File: src/rtl/uart_tx_mmio.sv
// Memory-mapped 8N1 UART transmitter with a transmit FIFO on the data-memory port.
// Latency: store at edge N pops at N+1 when idle; a frame then takes 10*CLK_DIV cycles.
// Backpressure: none on the store side; a store to a full FIFO is dropped and sets sticky overflow.
module uart_tx_mmio #(
    parameter int              XLEN       = 32,
    parameter logic [XLEN-1:0] BASE_ADDR  = 32'h8000_0000,
    parameter int              CLK_DIV    = 16,
    parameter int              FIFO_DEPTH = 8
) (
    input  logic            clk,
    input  logic            reset,
    input  logic [XLEN-1:0] addr,
    input  logic [XLEN-1:0] wdata,
    input  logic            we,
    output logic            sel,
    output logic [XLEN-1:0] rdata,
    output logic            txd
);

    localparam int PW = $clog2(FIFO_DEPTH);
    localparam int L  = PW + 1;
    localparam int BW = $clog2(CLK_DIV);
    localparam logic [BW-1:0] BAUD_RELOAD = BW'(CLK_DIV - 1);

    typedef enum logic [1:0] {S_IDLE, S_START, S_DATA, S_STOP} state_t;

    state_t        state, state_nx;
    logic [BW-1:0] baud, baud_nx;
    logic [2:0]    bit_cnt, bit_cnt_nx;
    logic [7:0]    shift, shift_nx;
    logic          pop;

    logic [7:0]    mem [FIFO_DEPTH];
    logic [PW:0]   wr_ptr, rd_ptr;
    logic [L-1:0]  count;
    logic          full, empty, overflow;
    logic          push_req, push, ovf_set, ovf_clr, tx_busy;

    // Bits of the bus this block never looks at.
    logic unused_bits;
    assign unused_bits = ^{wdata[XLEN-1:8], addr[1:0]};

    assign sel      = (addr[XLEN-1:3] == BASE_ADDR[XLEN-1:3]);
    assign full     = (wr_ptr[PW] != rd_ptr[PW]) && (wr_ptr[PW-1:0] == rd_ptr[PW-1:0]);
    assign empty    = (wr_ptr == rd_ptr);
    assign count    = wr_ptr - rd_ptr;
    assign tx_busy  = (state != S_IDLE);

    // Fullness is judged on pre-edge state, so a same-edge pop cannot rescue a store.
    assign push_req = we & sel & ~addr[2];
    assign push     = push_req & ~full;
    assign ovf_set  = push_req & full;
    assign ovf_clr  = we & sel & addr[2] & wdata[3];

    // Register read mux; TXDATA reads back as zero.
    always_comb begin
        rdata = '0;
        if (sel && addr[2]) begin
            rdata[0]     = full;
            rdata[1]     = empty;
            rdata[2]     = tx_busy;
            rdata[3]     = overflow;
            rdata[4 +: L] = count;
        end
    end

    // FIFO storage; contents need no reset since the pointers define validity.
    always_ff @(posedge clk) begin
        if (push) mem[wr_ptr[PW-1:0]] <= wdata[7:0];
    end

    // FIFO pointers and the sticky overflow flag; a clear beats a same-edge set.
    always_ff @(posedge clk or negedge reset) begin
        if (!reset) begin
            wr_ptr   <= '0;
            rd_ptr   <= '0;
            overflow <= 1'b0;
        end else begin
            if (push) wr_ptr <= wr_ptr + 1'b1;
            if (pop)  rd_ptr <= rd_ptr + 1'b1;
            if (ovf_clr)      overflow <= 1'b0;
            else if (ovf_set) overflow <= 1'b1;
        end
    end

    // Serializer state and counters.
    always_ff @(posedge clk or negedge reset) begin
        if (!reset) begin
            state   <= S_IDLE;
            baud    <= '0;
            bit_cnt <= '0;
            shift   <= '0;
        end else begin
            state   <= state_nx;
            baud    <= baud_nx;
            bit_cnt <= bit_cnt_nx;
            shift   <= shift_nx;
        end
    end

    // Serializer next state, FIFO pop and line level; STOP chains straight into START when data waits.
    always_comb begin
        state_nx   = state;
        baud_nx    = baud;
        bit_cnt_nx = bit_cnt;
        shift_nx   = shift;
        pop        = 1'b0;
        txd        = 1'b1;
        case (state)
            S_IDLE: begin
                txd = 1'b1;
                if (!empty) begin
                    pop      = 1'b1;
                    shift_nx = mem[rd_ptr[PW-1:0]];
                    baud_nx  = BAUD_RELOAD;
                    state_nx = S_START;
                end
            end
            S_START: begin
                txd = 1'b0;
                if (baud == '0) begin
                    baud_nx    = BAUD_RELOAD;
                    bit_cnt_nx = 3'd0;
                    state_nx   = S_DATA;
                end else begin
                    baud_nx = baud - 1'b1;
                end
            end
            S_DATA: begin
                txd = shift[0];
                if (baud == '0) begin
                    shift_nx = {1'b0, shift[7:1]};
                    baud_nx  = BAUD_RELOAD;
                    if (bit_cnt == 3'd7) state_nx = S_STOP;
                    else                 bit_cnt_nx = bit_cnt + 1'b1;
                end else begin
                    baud_nx = baud - 1'b1;
                end
            end
            S_STOP: begin
                txd = 1'b1;
                if (baud == '0) begin
                    if (!empty) begin
                        pop      = 1'b1;
                        shift_nx = mem[rd_ptr[PW-1:0]];
                        baud_nx  = BAUD_RELOAD;
                        state_nx = S_START;
                    end else begin
                        state_nx = S_IDLE;
                    end
                end else begin
                    baud_nx = baud - 1'b1;
                end
            end
            default: state_nx = S_IDLE;
        endcase
    end

endmodule

File: config.mk
export PLATFORM = sky130hd
export DESIGN_NAME = uart_tx_mmio
export DESIGN_NICKNAME = d
export VERILOG_FILES = /design/src/rtl/uart_tx_mmio.sv
export SDC_FILE = /design/constraint.sdc
export NUM_CORES = 1
export LEC_CHECK = 0
export CORE_MARGIN = 2
export CORE_UTILIZATION = 45
export CTS_CLUSTER_SIZE = 30
export DETAILED_ROUTE_END_ITERATION = 8
export GPL_ROUTABILITY_DRIVEN = 0
export PLACE_DENSITY = 0.79
export SLEW_MARGIN = 20
export SYNTH_ARGS = -nofsm -noshare
export SYNTH_HDL_FRONTEND = slang
export SYNTH_SLANG_ARGS = --single-unit
File: constraint.sdc
create_clock -name clk -period 3.2 [get_ports clk]
set_input_delay 0.48 -clock clk [delete_from_list [all_inputs] [get_ports clk]]
set_output_delay 0.48 -clock clk [all_outputs]
set_load 0.005 [all_outputs]
==> run metrics, run 1 <==
status=completed; port buffer count=50; Boundary Pins=101; post-route ant nets=0; commonest cells after routing, fill and taps aside=64 x edfxtp_1, 50 x clkdlybuf4s50_1, 26 x dfrtp_1, 24 x conb_1, 16 x mux4_2; CP Class=primary input to primary output; Main synth FF type=edfxtp_1; Static Leakage=2.02 nW; skew final=0.0170 ns; Total Wirelength=8.65 mm; H-tree Lvls=3; Post-Syn Area=4450 um2; Syn Inst Count=311; fin crit share=94.5%; Post-DP Area=5050 um2; gr ovfl total=0; Worst-path clk slew=0.10 ns; Critical Path Start Type=primary input; Initial Util=45.9%; Chip Height=103 um; critical-path cell list=clkdlybuf4s50_1 -> nor4_1 -> and4_1 -> nand3_1 -> nor3_1 -> clkdlybuf4s50_1; largest net degree at the start of global routing=27; share of cells above drive strength 1=17.8%; max incr delay on CP=0.54 ns; Data required, critical path=2.72 ns; MaxCap Viol Count=0; TritonCTS clock tree=yes; Tot GR Track Use=17.8%; Synth Warn #=0; WP buf/inv=2; DRT met1 WL=3.68 mm; commonest non-fill, non-tap cell in the layout=edfxtp_1; fin. max-slew vios=0; Clock Latency Late Sink=0.37 ns; Worst Hold Class=primary input to asynchronous set/reset pin; CTS Buffer Depth=2; endpoints failing setup=0; core area=9680 um2; # diodes=0; fin area=5270 um2; hold_buf cts=0; Synth Register Bits=90; clock period minus worst slack=3.02 ns; final setup TNS=0 ns; met3 wire len=406 um; Max Clk Rate=331 MHz; DIE WIDTH=103 um; Largest delay share family, worst path=simple AND/OR/NAND/NOR gates; RSZ-0062 raised after global routing=no; Area Growth Syn to Fin=18.5%; DRT Pass-1 Iters=4; Setup Buffers After CTS=0; vias in the first global route=2679; Vias=2733; ys async rst share=28.9%; root buf cell=clkbuf_8; most used cell, CP=clkdlybuf4s50_1; CP max FO=7; Synth Area per Inst=14.3 um2; total CTS buffers=9; Pwr Total=2.70 mW; top sig layer=met4; Inst Count DP=493; critical path arrival=2.54 ns; Netlist cell types=62; Residual DRC=0; FP Rows=36; Final nets=452; clock sinks=90; global-route wire length before repair=13.9 mm; post-synthesis sequential area ratio=57.9%; Setup crit end kind=primary output; Final Non-Filler Cells=509; number of synthesized flops with an enable pin=64; vias per cell=5.37; initial antenna violation count=0; post-CTS resize count=0; 1st-iter DRT viols=84; hpwl dp=6.11 mm; endpoints failing hold=0; slowest CP cell=clkdlybuf4s50_1; met2 routed WL=4.47 mm; WL/cell=17.0 um; Die ar.=10700 um2; Pwr Density=512 nW/um2; worst vdd ir=0.379 mV
state kept, by name (all words and copies together), names as in the netlist:
name      cells
mem          64
shift         8
baud          4
rd_ptr        4
wr_ptr        4
bit_cnt       3
state         2
overflow      1
stage by stage:
stage	hold WS [ns]	utilization, %	setup WS, ns
6_report	0.481	54.4	0.175
5_1_grt	0.502	54.4	0.0582
4_1_cts	0.486	54.4	0.160
3_5_place_dp	0.510	52.2	0.179
3_3_place_gp	0.500	52.2	0.152
2_1_floorplan	0.184	-	0.336
report_power, final:
part / switching [mW] / total (mW) / internal (mW) / leakage, nW
sequential: 0.0305 / 1.33 / 1.30 / 0.878
clock: 0.445 / 0.829 / 0.384 / 0.107
combinational: 0.291 / 0.535 / 0.244 / 1.04
routing by layer:
layer / GRT usage [%] / up-vias
met3: 4.03 / 9
met5: 0 / -
met2: 30.2 / 83
met1: 22.4 / 1366
met4: 6.48 / 0
li1: - / 1275
cells in the mapped netlist (6+ instances only):
cell type   n  share of area, %
edfxtp_1   64                43
o21ai_0    15               1.7
ha_1       13               3.7
inv_1      13               1.1
buf_4      24               4.1
a21oi_1     7              0.79
mux2i_1     9               2.0
mux2_2      8               2.0
nor4_1      7              0.99
o21ai_1     6              0.68
mux4_2     16               8.1
dfrtp_1    26                15
nor2_1     14               1.2
layout make-up:
cell class | instances | area [um2]
multi-input cells | 195 | 1670
fillers | 774 | 4410
inverters | 13 | 48.8
well taps | 133 | 166
repair buffers | 62 | 591
clock inverters | 7 | 93.8
clock buffers | 9 | 124
flip-flops and latches | 90 | 2570
path summary, 6_finish.rpt:
| check | startpoint | to | slack [ns] | depth (start not counted) |
|---|---|---|---|---|
| max | addr[18] | rdata[7] | 0.18 | 6 |
| min | reset | baud[3]$_DFF_PN0_ | 0.48 | 2 |
| max reg2reg | wr_ptr[0]$_DFFE_PN0P_ | mem[0][3]$_DFFE_PP_ | 0.59 | 6 |
| min reg2reg | shift[0]$_DFFE_PN0P_ | shift[0]$_DFFE_PN0P_ | 0.53 | 2 |
| max in group asynchronous | reset | rd_ptr[0]$_DFFE_PN0P_ | 2.44 | 2 |
| min in group clk | shift[0]$_DFFE_PN0P_ | shift[0]$_DFFE_PN0P_ | 0.53 | 2 |
cells by family (layout without fill, tap and decap cells):
kind of cell               Yosys count  count (layout)  share of synthesized area [%]
xor gates and xnor gates             9               9                           1.94
AOI/OAI and AO/OA                   49              49                           7.29
and+or+nand+nor                     64              64                           9.40
buffers and inverters               49              91                           6.56
DFF                                 90              90                           57.9
adders and majority gates           14              14                           4.11
muxes                               35              35                           12.7
other                                1              24                         0.0844
No activity file was read; power rests on OpenSTA's default activity.
==> inputs of run 2 (changes only) <==
- CORE_UTILIZATION: 45 -> 46
- PLACE_DENSITY: 0.79 -> 0.8
- RECOVER_POWER: unset -> 100
==> run 2 against run 1 <==
Compared with the run above: worst setup slack lost 0.011 ns; sequential share of layout area grew 0.37 points; sequential power is essentially flat; power grew 0.15%; count of clock-buffer cells in the layout is the same; routed wire length grew 1.8%; die area shrank 2.1%; combinational power shrank 4.5%; clock skew shrank 0.0079 ns; register-to-register slack lost 0.25 ns; final cell count grew 0.20%; cell area shrank 0.76%; critical endpoint unchanged.
==> run metrics, run 2 (synthesis results as in run 1) <==
met3 wire len=481 um (was 406 um); Clock Power Share=31.7% (was 30.7%); worst setup margin=0.164 ns (was 0.175 ns); commonest cells after routing, fill and taps aside=64 x edfxtp_1, 36 x clkdlybuf4s50_1, 26 x dfrtp_1, 24 x conb_1, 19 x o21ai_0 (was 64 x edfxtp_1, 50 x clkdlybuf4s50_1, 26 x dfrtp_1, 24 x conb_1, 16 x mux4_2); Worst-path clk slew=0.08 ns (was 0.10 ns); critical path arrival=2.56 ns (was 2.54 ns); gr ovfl total=0 (unchanged); final hold slack=0.523 ns (was 0.481 ns); Tot GR Track Use=18.5% (was 17.8%); clock sinks=90 (unchanged); WL/cell=17.3 um (was 17.0 um); root buf cell=clkbuf_8 (unchanged); Logic pwr share=18.9% (was 19.8%); clock period minus worst slack=3.04 ns (was 3.02 ns); MaxCap Viol Count=0 (unchanged); FP Rows=35 (was 36); Clock Latency Late Sink=0.35 ns (was 0.37 ns); skew final=0.00912 ns (was 0.0170 ns); DRT Pass-1 Iters=4 (unchanged); Pwr Total=2.70 mW (about the same); CP Class=primary input to primary output (unchanged); Worst Tran Pin Value=1.45 ns; total CTS buffers=9 (unchanged); Setup crit end kind=primary output (unchanged); Pwr Density=517 nW/um2 (was 512 nW/um2); sequential power share=49.4% (was 49.5%); sw power=727 uW (was 767 uW); fin area=5230 um2 (was 5270 um2); Boundary Pins=101 (unchanged); global-route wire length before repair=14.4 mm (was 13.9 mm); Slew headroom=3.09%; port buffer count=50 (unchanged); core area=9330 um2 (was 9680 um2); CTS Buffer Depth=2 (unchanged); # diodes=0 (unchanged); vias in the first global route=2736 (was 2679); Max Clk Rate=329 MHz (was 331 MHz); hpwl dp=6.32 mm (was 6.11 mm); CP max FO=5 (was 7); post-route ant nets=0 (unchanged); DRT met1 WL=3.67 mm (was 3.68 mm); fin crit share=94.9% (was 94.5%); commonest non-fill, non-tap cell in the layout=edfxtp_1 (unchanged); Static Leakage=2.00 nW (was 2.02 nW); Post-DP Area=5080 um2 (was 5050 um2); RSZ-0062 raised after global routing=no (unchanged); Area Growth Syn to Fin=17.6% (was 18.5%); Sw Ratio=26.9% (was 28.4%); max reg flops=64 (unchanged); Final nets=457 (was 452); endpoints failing hold=0 (unchanged); Critical Path Start Type=primary input (unchanged); R2R depth=6 (unchanged); largest net degree at the start of global routing=27 (unchanged); status=completed (unchanged); Total Wirelength=8.81 mm (was 8.65 mm); worst vdd ir=0.350 mV (was 0.379 mV); vias per cell=5.38 (was 5.37); Critical Path Sink=rdata[7] (unchanged); TritonCTS clock tree=yes (unchanged); met2 routed WL=4.54 mm (was 4.47 mm); share of cells above drive strength 1=13.6% (was 17.8%); reg2reg setup slack=0.34 ns (was 0.59 ns); Die ar.=10500 um2 (was 10700 um2); endpoints failing setup=0 (unchanged); 1st-iter DRT viols=158 (was 84); Worst Setup Slack post-DPL=0.159 ns (was 0.179 ns); initial antenna violation count=0 (unchanged); r2r endpoint=mem[1][6]$_DFFE_PP_ (was mem[0][3]$_DFFE_PP_); final setup TNS=0 ns (unchanged); fillers=753 (was 774); top sig layer=met4 (unchanged); crit path from=addr[11] (was addr[18]); H-tree Lvls=3 (unchanged); Worst Hold Class=flip-flop to flip-flop (was primary input to asynchronous set/reset pin); DIE WIDTH=102 um (was 103 um); Initial Util=47.7% (was 45.9%); RR Startpoint=wr_ptr[1]$_DFFE_PN0P_ (was wr_ptr[0]$_DFFE_PN0P_); Vias=2743 (was 2733); fin. max-slew vios=0 (unchanged); Residual DRC=0 (unchanged); Chip Height=102 um (was 103 um); Data required, critical path=2.72 ns (about the same); Internal Pwr Total=1.98 mW (was 1.93 mW)
## run 2: worst max-delay path: stages
cell and delay [ns]:
clkdlybuf4s50_1 0.40, nor4_1 0.40, and4_1 0.30, nand3_1 0.17, nor3_1 0.22, dlygate4sd3_1 0.60
## run 2: metrics by stage
| step | util (%) | std cells |
|---|---|---|
| global route | 56.1 | 510 |
| CTS | 56.9 | 510 |
| global placement | 54.5 | 494 |
| detailed placement | 54.5 | 494 |
| floorplan | - | 334 |
| finish | 56.1 | 510 |
## run 2: worst min-delay path by stage
stage | cells after the start | slack, ns | start | end
6_report | 2 | 0.52 | shift[6]$_DFFE_PN0P_ | shift[6]$_DFFE_PN0P_
5_1_grt | 2 | 0.56 | shift[3]$_DFFE_PN0P_ | shift[3]$_DFFE_PN0P_
4_1_cts | 2 | 0.50 | reset | baud[1]$_DFF_PN0_
3_5_place_dp | 2 | 0.50 | shift[6]$_DFFE_PN0P_ | shift[6]$_DFFE_PN0P_
3_3_place_gp | 2 | 0.50 | shift[0]$_DFFE_PN0P_ | shift[0]$_DFFE_PN0P_
2_1_floorplan | 0 | 0.18 | reset | baud[0]$_DFF_PN0_
## run 2: power groups by stage
stage | registers [mW] | logic (mW) | clock network, mW
2_1_floorplan | 1.35 | 0.383 | 0
3_3_place_gp | 1.36 | 0.512 | 0
3_5_place_dp | 1.36 | 0.532 | 0
4_1_cts | 1.33 | 0.537 | 0.872
5_1_grt | 1.34 | 0.581 | 0.914
6_report | 1.33 | 0.511 | 0.858
## run 2: layout make-up
cell class                 count  area [um2]  share of cell area [%]
inverter                      13        48.8                   0.933
tap                          129         161                    3.09
sequential                    90        2570                    49.2
clock buffer                   9         124                    2.37
clock inverter                 7        97.6                    1.87
timing repair buffer          67         579                    11.1
multi-input combinational    195        1650                    31.5
## run 2: repair_timing
item	CTS	global route
endpoints found under the setup margin	0	3
gates resized for setup	0	1
setup buffers	0	0
hold buffers	0	0
## run 2: per-layer routing
layer	global-route usage, %	up-vias
li1	-	1275
met3	3.69	10
met1	24.4	1368
met4	4.82	0
met5	0	-
met2	31.8	90
